`config.mk`:
```
export PLATFORM = sky130hd
export DESIGN_NAME = dmac_param_engine
export DESIGN_NICKNAME = d
export VERILOG_FILES = /design/src/rtl/dmac_param_engine.sv
export SDC_FILE = /design/constraint.sdc
export NUM_CORES = 1
export LEC_CHECK = 0
export BUFFER_PORTS_ARGS = -buffer_cell sky130_fd_sc_hd__buf_2
export CORE_UTILIZATION = 52
export DETAILED_ROUTE_END_ITERATION = 10
export PLACE_DENSITY = 0.8
export SYNTH_ARGS = -nofsm -noshare
export SYNTH_HDL_FRONTEND = slang
export SYNTH_SLANG_ARGS = --single-unit
```
`constraint.sdc`:
```
create_clock -name Clk -period 2.1 [get_ports Clk]
set_input_delay 0.42 -clock Clk [delete_from_list [all_inputs] [get_ports Clk]]
set_output_delay 0.42 -clock Clk [all_outputs]
set_load 0.005 [all_outputs]
```
`src/rtl/dmac_param_engine.sv`:
```
// Single-master DMA engine: slave register file, descriptor FIFO and a
// chained copy / fixed-src / fixed-dest / zero-fill transfer FSM.
module dmac_param_engine #(
  parameter int DATA_W     = 32,
  parameter int ADDR_W     = 8,
  parameter int SIZE_W     = 16,
  parameter int DESC_DEPTH = 4
) (
  input  logic              Clk,
  input  logic              reset_n,
  input  logic              S_sel,
  input  logic              S_wr,
  input  logic [7:0]        S_address,
  input  logic [DATA_W-1:0] S_din,
  output logic [DATA_W-1:0] S_dout,
  input  logic              M_grant,
  input  logic [DATA_W-1:0] M_din,
  output logic              M_req,
  output logic              M_wr,
  output logic [ADDR_W-1:0] M_address,
  output logic [DATA_W-1:0] M_dout,
  output logic              Interrupt
);
  localparam int PTR_W = $clog2(DESC_DEPTH);
  localparam int CNT_W = PTR_W + 1;

  typedef struct packed {
    logic [ADDR_W-1:0] src;
    logic [ADDR_W-1:0] dest;
    logic [SIZE_W-1:0] size;
    logic [2:0]        mode;
  } desc_t;

  typedef enum logic [2:0] {ST_IDLE, ST_FETCH, ST_READ, ST_LATCH, ST_WRITE, ST_DONE} state_t;

  state_t            r_state, w_next;
  logic              r_int_en, r_ovf;
  logic [ADDR_W-1:0] r_src, r_dest, r_wsrc, r_wdest;
  logic [SIZE_W-1:0] r_size, r_cnt;
  logic [2:0]        r_mode, r_wmode;
  logic [DATA_W-1:0] r_data;
  desc_t             r_fifo [DESC_DEPTH];
  logic [PTR_W-1:0]  r_wptr, r_rptr;
  logic [CNT_W-1:0]  r_count;

  logic  w_wr, w_clear, w_start, w_push_req, w_push, w_pop;
  logic  w_full, w_empty, w_busy, w_done;
  logic  w_src_fix, w_dst_fix, w_zero;
  desc_t w_head, w_new;
  logic  w_unused;

  assign w_wr       = S_sel & S_wr;
  assign w_clear    = w_wr && (S_address == 8'h00) && S_din[0];
  assign w_start    = w_wr && (S_address == 8'h01) && S_din[0];
  assign w_push_req = w_wr && (S_address == 8'h05) && S_din[0];
  assign w_full     = (r_count == CNT_W'(DESC_DEPTH));
  assign w_empty    = (r_count == '0);
  assign w_push     = w_push_req & ~w_full;
  assign w_pop      = (r_state == ST_FETCH);
  assign w_head     = r_fifo[r_rptr];
  assign w_new      = '{src: r_src, dest: r_dest, size: r_size, mode: r_mode};
  assign w_busy     = (r_state == ST_FETCH) || (r_state == ST_READ) ||
                      (r_state == ST_LATCH) || (r_state == ST_WRITE);
  assign w_done     = (r_state == ST_DONE);
  assign w_src_fix  = (r_wmode == 3'b001);
  assign w_dst_fix  = (r_wmode == 3'b010);
  assign w_zero     = (r_wmode == 3'b111);
  assign Interrupt  = w_done & r_int_en;
  assign w_unused   = &{1'b0, S_din[DATA_W-1:SIZE_W]};

  // Staging registers, control bits and the sticky overflow flag
  always_ff @(posedge Clk or negedge reset_n) begin
    if (!reset_n) begin
      r_int_en <= 1'b0;
      r_ovf    <= 1'b0;
      r_src    <= '0;
      r_dest   <= '0;
      r_size   <= '0;
      r_mode   <= '0;
    end else begin
      if (w_wr) begin
        case (S_address)
          8'h02: r_int_en <= S_din[0];
          8'h03: r_src    <= S_din[ADDR_W-1:0];
          8'h04: r_dest   <= S_din[ADDR_W-1:0];
          8'h07: r_size   <= S_din[SIZE_W-1:0];
          8'h08: r_mode   <= S_din[2:0];
          default: ;
        endcase
      end
      if (w_clear && w_done) r_ovf <= 1'b0;
      if (w_push_req && w_full) r_ovf <= 1'b1;
    end
  end

  always_ff @(posedge Clk) begin
    if (w_push) r_fifo[r_wptr] <= w_new;
  end

  always_ff @(posedge Clk or negedge reset_n) begin
    if (!reset_n) begin
      r_wptr  <= '0;
      r_rptr  <= '0;
      r_count <= '0;
    end else begin
      if (w_push) r_wptr <= r_wptr + PTR_W'(1);
      if (w_pop)  r_rptr <= r_rptr + PTR_W'(1);
      if (w_push && !w_pop)      r_count <= r_count + CNT_W'(1);
      else if (w_pop && !w_push) r_count <= r_count - CNT_W'(1);
    end
  end

  always_ff @(posedge Clk or negedge reset_n) begin
    if (!reset_n) r_state <= ST_IDLE;
    else          r_state <= w_next;
  end

  // In FETCH the head is being popped, so "more queued" means count > 1
  always_comb begin
    w_next = r_state;
    case (r_state)
      ST_IDLE:  if (w_start && !w_empty) w_next = ST_FETCH;
      ST_FETCH: begin
        if (w_head.size == '0)          w_next = (r_count > CNT_W'(1)) ? ST_FETCH : ST_DONE;
        else if (w_head.mode == 3'b111) w_next = ST_WRITE;
        else                            w_next = ST_READ;
      end
      ST_READ:  if (M_grant) w_next = ST_LATCH;
      ST_LATCH: w_next = ST_WRITE;
      ST_WRITE: begin
        if (M_grant) begin
          if (r_cnt == SIZE_W'(1)) w_next = w_empty ? ST_DONE : ST_FETCH;
          else                     w_next = w_zero ? ST_WRITE : ST_READ;
        end
      end
      ST_DONE:  if (w_clear) w_next = ST_IDLE;
      default:  w_next = ST_IDLE;
    endcase
  end

  always_ff @(posedge Clk or negedge reset_n) begin
    if (!reset_n) begin
      r_wsrc  <= '0;
      r_wdest <= '0;
      r_cnt   <= '0;
      r_wmode <= '0;
      r_data  <= '0;
    end else begin
      case (r_state)
        ST_FETCH: begin
          r_wsrc  <= w_head.src;
          r_wdest <= w_head.dest;
          r_cnt   <= w_head.size;
          r_wmode <= w_head.mode;
        end
        ST_LATCH: r_data <= M_din;
        ST_WRITE: begin
          if (M_grant) begin
            r_cnt <= r_cnt - SIZE_W'(1);
            if (!w_src_fix) r_wsrc  <= r_wsrc + ADDR_W'(1);
            if (!w_dst_fix) r_wdest <= r_wdest + ADDR_W'(1);
          end
        end
        default: ;
      endcase
    end
  end

  always_comb begin
    M_req     = w_busy;
    M_wr      = 1'b0;
    M_address = '0;
    M_dout    = '0;
    case (r_state)
      ST_READ, ST_LATCH: M_address = r_wsrc;
      ST_WRITE: begin
        M_address = r_wdest;
        M_dout    = w_zero ? '0 : r_data;
        M_wr      = M_grant;
      end
      default: ;
    endcase
  end

  always_comb begin
    S_dout = '0;
    if (S_sel && !S_wr) begin
      case (S_address)
        8'h02: S_dout = DATA_W'(r_int_en);
        8'h03: S_dout = DATA_W'(r_src);
        8'h04: S_dout = DATA_W'(r_dest);
        8'h06: S_dout = DATA_W'(r_count);
        8'h07: S_dout = DATA_W'(r_size);
        8'h08: S_dout = DATA_W'(r_mode);
        8'h09: S_dout = DATA_W'({r_ovf, w_full, w_empty, w_busy, w_done});
        default: S_dout = '0;
      endcase
    end
  end
endmodule

```
; Yosys cells after proc, flatten, opt, wreduce, memory -nomap -nowiden
; Memories as Yosys holds them, arrays and structs flattened.
; Cells that the tools add are included.
[totals]
regBits = 114
latchBits = 0
ramBits = 140
mem_bits_ro = 0
input_bits = 77
output_inout_bits = 75
wordCells = 121
mem_count = 1
[op_classes]
n_addsub = 7
multipliers = 0
div_mod_pow = 0
n_lt_le_gt_ge = 1
eq_ne = 26
n_shift = 0
n_mux = 31
n_bitwise = 4
n_reduce_logical = 36
[mem_list]
columns = name, depth, word_bits, read_ports, rd_clocked_by_memory_dff, wr, line
row1 = r_fifo, 4, 35, 1, 0, 1, 42  ; desc_t r_fifo [DESC_DEPTH];
[ops]
columns = operator, n
row1 = $pmux W16 S7, 1
row2 = $mux W32, 2
row3 = $pmux W8 S2, 3
row4 = $mux W3, 12
row5 = $eq A8 B3 Y1 const B, 4
row6 = $mux W16, 2
row7 = $mux W8, 4
row8 = $pmux W16 S2, 1
row9 = $pmux W3 S6, 1
row10 = $add A8 B1 Y8 const B, 2
row11 = $eq A16 B1 Y1 const B, 1
row12 = $eq A8 B2 Y1 const B, 2
row13 = $eq A8 B4 Y1 const B, 2
row14 = $logic_not A16 Y1, 1
row15 = $sub A16 B1 Y16 const B, 1
row16 = $eq A3 B3 Y1 const B, 5
row17 = $logic_and A1 B1 Y1, 12
row18 = $ne A2 B2 Y1 const B, 6
row19 = $reduce_and A2 Y1, 6
row20 = $eq A3 B2 Y1 const B, 3
row21 = $eq A8 B1 Y1 const B, 1
row22 = $logic_not A8 Y1, 1
row23 = $eq A3 B1 Y1 const B, 2
row24 = $logic_not A3 Y1, 2
row25 = other kinds (13), 28

; Depth between registers and ports, before layout
; Gate-level depths: netlist (run 1).
[logic_depth]
depth_word = 8
depth_mapped = 9
depth_no_buf = 9

; Least setup slack after synthesis (run 1)
; No wires, ideal clock.
[synth_path]
kind = input -> register
startpoint = in S_address[5]
endpoint = mem r_fifo[0][0] (netlist bit), enable pin
setup_ps = 395
t_arrival_ps = 2720
required_ps = 1705
slack_ps = -1015
path_stages = 6
n_path_buf = 0
cell_sequence = or4_1 > or3_1 > nor2_1 > nand4_1 > a21oi_2 > and2_1
[synth_between]
elab_chain_cells = 6
[synth_lines]
columns = element, line
row1 = start: declaration, 13  ; input logic [7:0] S_address,
row2 = $eq A8 B3 Y1, 55  ; assign w_push_req = w_wr && (S_address == 8'h05) && S_din[0];
row3 = $logic_and A1 B1 Y1 (2 in series), 55
row4 = $and A1 B1 Y1, 58  ; assign w_push = w_push_req & ~w_full;
row5 = via w_push, 46  ; logic w_wr, w_clear, w_start, w_push_req, w_push, w_pop;
row6 = $mux W1, 97  ; if (w_push) r_fifo[r_wptr] <= w_new;
row7 = $mux W1 (implied by the code), 97
row8 = end: declaration, 42
; The timed path passes the listed nets, and every way through them passes these cells.

; Worst setup path after layout (run 1)
[layout_path]
startpoint = in S_address[5]
endpoint = mem r_fifo[1][21] (netlist bit), enable pin
; Same word-level chain as after synthesis.

==> impl_metrics.py, run 1 <==
metrics = {
    "global_routing": {
        "track_usage_pct": 25.9,
        "grt-ovfl-total": 0,
        "grt_max_degree": 115,
        "grt_pass1_wl_mm": 43.7,
        "grt_pass1_vias": 7800,
        "antenna_found_initial": 0,
    },
    "cts": {
        "hold_buffers": 0,
        "clk_pin_slew_ns": 0.06,
        "cts.sinks": 254,
        "cts_root_buffer": "clkbuf_16",
        "cts_tree": "built",
        "cts_buffer_depth": 3,
        "h-tree-depth": 1,
        "insertion_delay_ns": 0.53,
        "numCtsBuffers": 27,
    },
    "timing": {
        "fmax_mhz": 386,
        "slew_headroom_pct": 57.1,
        "setup_tns_ns": -75.71,
        "worst_hold_slack_ns": -0.0280,
        "period_minus_slack_ns": 2.59,
        "setup_viol": 203,
        "worst_pin_slew_ns": 0.643,
        "hold_violations": 44,
        "setup_ws_ns": -0.489,
        "finalClockSkew_ns": 0.0204,
        "finalMaxSlewViolations": 0,
        "fin_crit_sh_pct": 123,
        "rsz0062_at_grt": "true",
    },
    "floorplanning": {
        "initial_core_util_pct": 53.4,
        "rows": 53,
        "chipWidth_um": 149,
        "chipHeight_um": 149,
        "pin_count": 152,
        "core_area_mm2": 0.0212,
        "die_area_mm2": 0.0223,
    },
    "logic_synthesis": {
        "yosysUniqueCellTypes": 60,
        "yosysWarnings": 0,
        "synth_edf_count": 140,
        "ys.flop_type": "edfxtp_1",
        "ys_ff_latch": 254,
        "synthesis.area_mm2": 0.0113,
        "syn_avg_cell_area_um2": 13.8,
        "synthCells": 817,
        "yosysSeqAreaShare_pct": 62.5,
        "async_flop_share_pct": 44.9,
    },
    "drt": {
        "ant_nets": 0,
        "routedWlPerCell_um": 22.8,
        "first_pass_iters": 6,
        "vias_per_cell": 5.98,
        "drt_iter0_markers": 664,
        "drc": 0,
        "wirelength_mm": 30.6,
        "dr_total_vias": 8029,
    },
    "power_and_ir_drop": {
        "power.internal_mw": 9.75,
        "pwr-share-seq_pct": 45.0,
        "comb_power_share_pct": 21.6,
        "switchingPower_mw": 3.81,
        "peakVddDrop_v": 0.00104,
        "power.total_mw": 13.6,
        "p_per_area_mw_per_mm2": 908,
        "swShare_pct": 28.1,
        "power.leakage_nw": 6.21,
        "power.share.clock_pct": 33.4,
    },
    "placement": {
        "gp_congestion": 0.873,
        "place.port_buffers": 119,
        "dp_hpwl_mm": 18.0,
    },
    "critical_path": {
        "cp-start-kind": "input pin",
        "end_kind": "flip-flop",
        "reg2reg_to": "r_state[2]",
        "r2r_cells": 8,
        "crit_fanout": 7,
        "worst_r2r_startpoint": "r_rptr[0]",
        "critPathKind": "input pin to flip-flop",
        "critPathArrivalTime_ns": 2.83,
        "reg2reg_slack_ns": -0.36,
        "cp.required_ns": 2.34,
    },
    "final_layout": {
        "final_util_pct": 70.6,
        "nNetsFinal": 1138,
        "n_antenna_cell": 0,
        "drive_gt1_share_pct": 40.0,
        "layout_commonest_cell": "edfxtp_1",
        "n_fill_cell": 1272,
        "final_cell_mix": "edfxtp_1, dfrtp_1, buf_2",
        "area_delta_synth_final_pct": 32.2,
    },
    "run_status": {
        "status": "finished, violations left",
        "violations": "hold timing, setup timing",
    },
    "worst_hold_path": {
        "hp-class": "input pin to async pin",
    },
    "job": {
        "cap_violations": 0,
    },
}
[state kept, by name (all words and copies together) (netlist names)]
register	count
r_cnt	16
r_wmode	3
r_mode	3
r_int_en	1
r_fifo	140
r_src	8
r_size	16
r_count	3
r_wdest	8
r_rptr	2
r_wptr	2
r_ovf	1
r_data	32
r_wsrc	8
r_state	3
r_dest	8
[power groups by stage]
| stage | sequential, mW | clock [mW] | combinational [mW] |
|---|---|---|---|
| 2_1_floorplan | 6.01 | 0 | 1.74 |
| 3_3_place_gp | 6.10 | 0 | 2.52 |
| 3_5_place_dp | 6.12 | 0 | 2.63 |
| 4_1_cts | 6.06 | 4.52 | 2.81 |
| 5_1_grt | 6.16 | 4.76 | 3.17 |
| 6_report | 6.10 | 4.53 | 2.94 |
[stage by stage]
step	std cells	worst slack [ns]	cell area, µm²
finish	1343	-0.489	14900
global route	1343	-0.492	14900
CTS	1331	-0.426	14200
detailed placement	1255	-0.582	12800
global placement	1255	-0.565	12800
floorplan	832	-0.407	11400
[timing repair]
item	CTS	global route
endpoints found under the setup margin	100	213
buffers inserted	18	12
pin swaps	23	43
resized for setup	61	121
gates cloned	9	5
[metal layers]
layer / GRT usage (%) / vias up / share of wire [%]
met2: 43.7 / 397 / 52
met4: 9.69 / 0 / 3.2
met5: 0 / - / 0
met1: 34.2 / 4043 / 39
li1: - / 3515 / -
met3: 3.36 / 74 / 6.2
[area by class of cell]
| type | instances | area [µm²] | share of cell area [%] |
|---|---|---|---|
| repair buffers | 242 | 2340 | 15.7 |
| clock buffers | 42 | 807 | 5.40 |
| clock inverters | 7 | 38.8 | 0.260 |
| multi-input cells | 508 | 4280 | 28.7 |
| inverters | 15 | 56.3 | 0.377 |
| well taps | 275 | 344 | 2.30 |
| flip-flops and latches | 254 | 7060 | 47.3 |
[synth_stat cells (all sizes together), types with 4 or more instances]
| cell type | instances | area share [%] |
|---|---|---|
| inv | 15 | 0.50 |
| nor2b | 4 | 0.22 |
| mux2i | 5 | 0.44 |
| nand2b | 4 | 0.22 |
| nand4 | 8 | 0.44 |
| clkbuf | 30 | 1.0 |
| and3 | 9 | 0.50 |
| nor2 | 45 | 1.5 |
| a21oi | 48 | 2.2 |
| o21ai | 41 | 1.8 |
| nand2 | 52 | 1.7 |
| dfrtp | 114 | 25 |
| and2 | 46 | 2.5 |
| a31oi | 6 | 0.33 |
| ha | 13 | 1.4 |
| buf | 25 | 1.7 |
| or4 | 4 | 0.27 |
| xnor2 | 5 | 0.39 |
| a22oi | 13 | 0.86 |
| nor3 | 12 | 0.58 |
| o22ai | 8 | 0.44 |
| a22o | 6 | 0.47 |
| edfxtp | 140 | 37 |
| nor4 | 9 | 0.78 |
| nand3 | 21 | 0.98 |
| mux2 | 69 | 6.9 |
| mux4 | 35 | 7.2 |
[worst max-delay path, cell delays in order]
cell and delay, ns:
buf_8 0.09, or4_4 0.53, or3_4 0.43, buf_4 0.15, buf_6 0.11, nor2_2 0.06
nand4_1 0.20, a21oi_4 0.22, buf_6 0.14, and2_4 0.27, clkbuf_16 0.20
[cell families (layout without fill, tap and decap cells)]
logic type | after synthesis | in the layout | synth area share, %
other | 1 | 16 | 0.0332
muxes | 109 | 109 | 14.5
buffers and inverters | 70 | 306 | 3.15
and+or+nand+nor | 226 | 226 | 10.6
adders and majority gates | 13 | 13 | 1.44
AOI/OAI and AO/OA | 137 | 137 | 7.27
DFF | 254 | 254 | 62.5
xor gates and xnor gates | 7 | 7 | 0.543
[worst max-delay path by stage]
stage | from | endpoint | slack [ns] | cells after the start
floorplan | S_address[5] | r_fifo[0][0] | -0.41 | 6
global route | S_address[5] | r_fifo[1][30] | -0.49 | 11
global placement | S_address[5] | r_count[2] | -0.57 | 10
finish | S_address[5] | r_fifo[1][21] | -0.49 | 11
CTS | S_address[5] | S_dout[1] | -0.43 | 8
detailed placement | S_address[5] | r_count[2] | -0.58 | 10
Note: power is estimated with default switching activity, not from simulation.
==> inputs of run 2 (changes only) <==
ABC_AREA = 1   (was unset)
BUFFER_PORTS_ARGS = -buffer_cell sky130_fd_sc_hd__buf_4   (was -buffer_cell sky130_fd_sc_hd__buf_2)
PLACE_DENSITY = 0.75   (was 0.8)
==> run 2 against run 1 <==
- the run ends with setup timing left
- combinational power is 110% higher
- wire length is 5.9% lower
- maximum frequency is 8.7% higher
- area after synthesis is 3.0% higher
- utilization is 2.1 points lower
- highest routed layer unchanged
- first-iteration DRC count is 2.6% higher
- register-to-register slack better by 0.41 ns
- die area is 3.0% higher
- global-route usage is 0.44 points lower
- worst setup slack better by 0.21 ns
==> impl_metrics.py, run 2 <==
metrics = {
    "timing": {
        "finalMaxSlewViolations": 0,
        "worst_pin_slew_ns": 0.541,
        "rsz0062_at_grt": "true",
        "setup_viol": 51,
        "slew_headroom_pct": 63.9,
        "hold_violations": 0,
        "setup_tns_ns": -8.68,
        "period_minus_slack_ns": 2.38,
        "fin_crit_sh_pct": 113,
        "setup_ws_ns": -0.281,
        "finalClockSkew_ns": 0.0144,
        "fmax_mhz": 420,
    },
    "final_layout": {
        "layout_commonest_cell": "nand2_1",
        "seq_area_mm2": 0.00706,
        "largest_reg_flops": 140,
        "multi_input_area_mm2": 0.00435,
        "largest_register": "r_fifo",
        "area_delta_synth_final_pct": 28.9,
        "final_cell_mix": "nand2_1, buf_4, edfxtp_1",
        "nNetsFinal": 1445,
        "n_antenna_cell": 0,
        "final_util_pct": 68.5,
        "n_fill_cell": 1578,
        "drive_gt1_share_pct": 28.0,
        "reg.largest.list": "r_fifo: 140 flops, r_data: 32 flops",
    },
    "critical_path": {
        "crit_path_frequent_cell": "nand2_2",
        "cpMaxStageDelayCell": "dfrtp_1",
        "crit_chain": "inv_2 -> nand2_4 -> nor2_4 -> inv_4 -> nand3_4 -> nand2_2 -> nand2_2 -> a21oi_2 -> a41oi_2 -> buf_4",
        "cpLargestDelayFamily": "simple AND/OR/NAND/NOR gates",
        "cp-start-kind": "flip-flop",
        "end_kind": "primary output",
        "slowest_delay_ns": 0.40,
        "critPathKind": "flip-flop to primary output",
        "critPathArrivalTime_ns": 1.96,
        "cp.required_ns": 1.68,
        "crit_buf_inv": 3,
        "crit_fanout": 4,
    },
    "power_and_ir_drop": {
        "p_per_area_mw_per_mm2": 1170,
        "peakVddDrop_v": 0.000875,
        "power.total_mw": 17.5,
        "power.leakage_nw": 6.52,
    },
    "floorplanning": {
        "core_area_mm2": 0.0219,
        "rows": 54,
        "die_area_mm2": 0.0230,
        "initial_core_util_pct": 53.1,
        "chipHeight_um": 152,
        "pin_count": 152,
        "chipWidth_um": 152,
    },
    "placement": {
        "gp_congestion": 0.937,
        "dp_hpwl_mm": 18.0,
        "place.port_buffers": 119,
        "place_ws_ns": -0.365,
    },
    "job": {
        "cap_violations": 0,
    },
    "drt": {
        "ant_nets": 0,
        "vias_per_cell": 5.53,
        "first_pass_iters": 5,
        "routedWlPerCell_um": 17.4,
        "dr_total_vias": 9156,
        "drt_iter0_markers": 681,
        "wirelength_mm": 28.8,
        "drc": 0,
    },
    "cts": {
        "insertion_delay_ns": 0.53,
        "h-tree-depth": 1,
        "cts_root_buffer": "clkbuf_16",
        "cts_tree": "built",
        "clk_pin_slew_ns": 0.06,
        "numCtsBuffers": 26,
        "cts.sinks": 254,
        "cts_buffer_depth": 3,
    },
    "logic_synthesis": {
        "synthCells": 1158,
        "netlist.area_leader.share_pct": 36.1,
        "synth_edf_count": 140,
        "syn_avg_cell_area_um2": 10.0,
        "synthesis.area_mm2": 0.0116,
        "synthTopCellsByArea": "edfxtp_1, dfrtp_1, nand2_1",
        "synth_most_common_cell": "nand2_1",
        "ys.flop_type": "edfxtp_1",
        "yosysUniqueCellTypes": 45,
        "synth_common_cells": "nand2_1, edfxtp_1, nor2_1",
        "yosysSeqAreaShare_pct": 60.7,
        "yosysWarnings": 0,
        "async_flop_share_pct": 44.9,
        "synth_top_area_cell": "edfxtp_1",
        "ys_ff_latch": 254,
    },
    "global_routing": {
        "grt_pass1_wl_mm": 44.9,
        "grt-ovfl-total": 0,
        "grt_max_degree": 54,
        "antenna_found_initial": 0,
        "grt_pass1_vias": 8648,
        "track_usage_pct": 25.4,
    },
    "run_status": {
        "violations": "setup timing",
        "status": "finished, violations left",
    },
    "worst_hold_path": {
        "hp-class": "input pin to flip-flop",
    },
}
[run 2: logic make-up after synthesis]
family | count (synthesis) | share of synthesized area [%]
other cells | 1 | 0.0322
fa+ha+maj | 13 | 1.40
simple gates | 495 | 17.5
xor+xnor | 17 | 1.28
mux | 40 | 3.87
flops | 254 | 60.7
compound gates | 193 | 9.50
buf+inv | 145 | 5.74
[run 2: worst register-to-register path: cells and delay by family (launching register included)]
kind / cells / cell delay, ns
buffers and inverters: 5 / 0.79
and+or+nand+nor: 4 / 0.47
AOI/OAI and AO/OA: 2 / 0.33
DFF: 1 / 0.40
[run 2: final timing paths]
path	start	to	slack, ns	cells after the start
min in group asynchronous	reset_n	r_data[10]	0.41	2
max	r_state[0]	S_dout[1]	-0.28	10
min	M_grant	r_state[1]	0.12	2
max in group asynchronous	reset_n	r_size[11]	1.03	3
min reg2reg	r_cnt[13]	r_cnt[13]	0.50	2
max reg2reg	r_state[0]	r_cnt[4]	0.05	11
[run 2: cell type report]
class / instances / area share, %
multi-input combinational: 774 / 29.0
clock buffer: 34 / 4.96
sequential: 254 / 47.1
inverter: 79 / 2.09
clock inverter: 14 / 1.07
tap: 280 / 2.34
timing repair buffer: 220 / 13.5
[run 2: layer usage]
metal	share of wire, %	vias up	track usage [%]
li1	-	4326	-
met1	42	4358	34.7
met2	47	410	41.9
met3	7.7	62	3.59
met4	2.8	0	8.76
met5	0	-	0
[run 2: what timing repair did]
action	in CTS	in global routing
cloned	7	1
gates resized for setup	78	55
hold endpoints to repair	35	0
setup buffers	28	10
pin swaps	13	13
hold buffers	1	0
endpoints found under the setup margin	54	82
[run 2: per-stage QoR]
step,std cells,instance area (µm²),hold WS (ns)
CTS,1649,14800,0.0990
floorplan,1173,11700,0.124
finish,1655,15000,0.118
global placement,1566,13200,0.435
global route,1655,15000,0.116
detailed placement,1566,13200,0.434
[run 2: power breakdown]
| group | internal [mW] | leakage (nW) | switching [mW] |
|---|---|---|---|
| clock network | 2.88 | 0.449 | 1.89 |
| registers | 6.01 | 2.80 | 0.567 |
| logic | 2.51 | 3.27 | 3.63 |
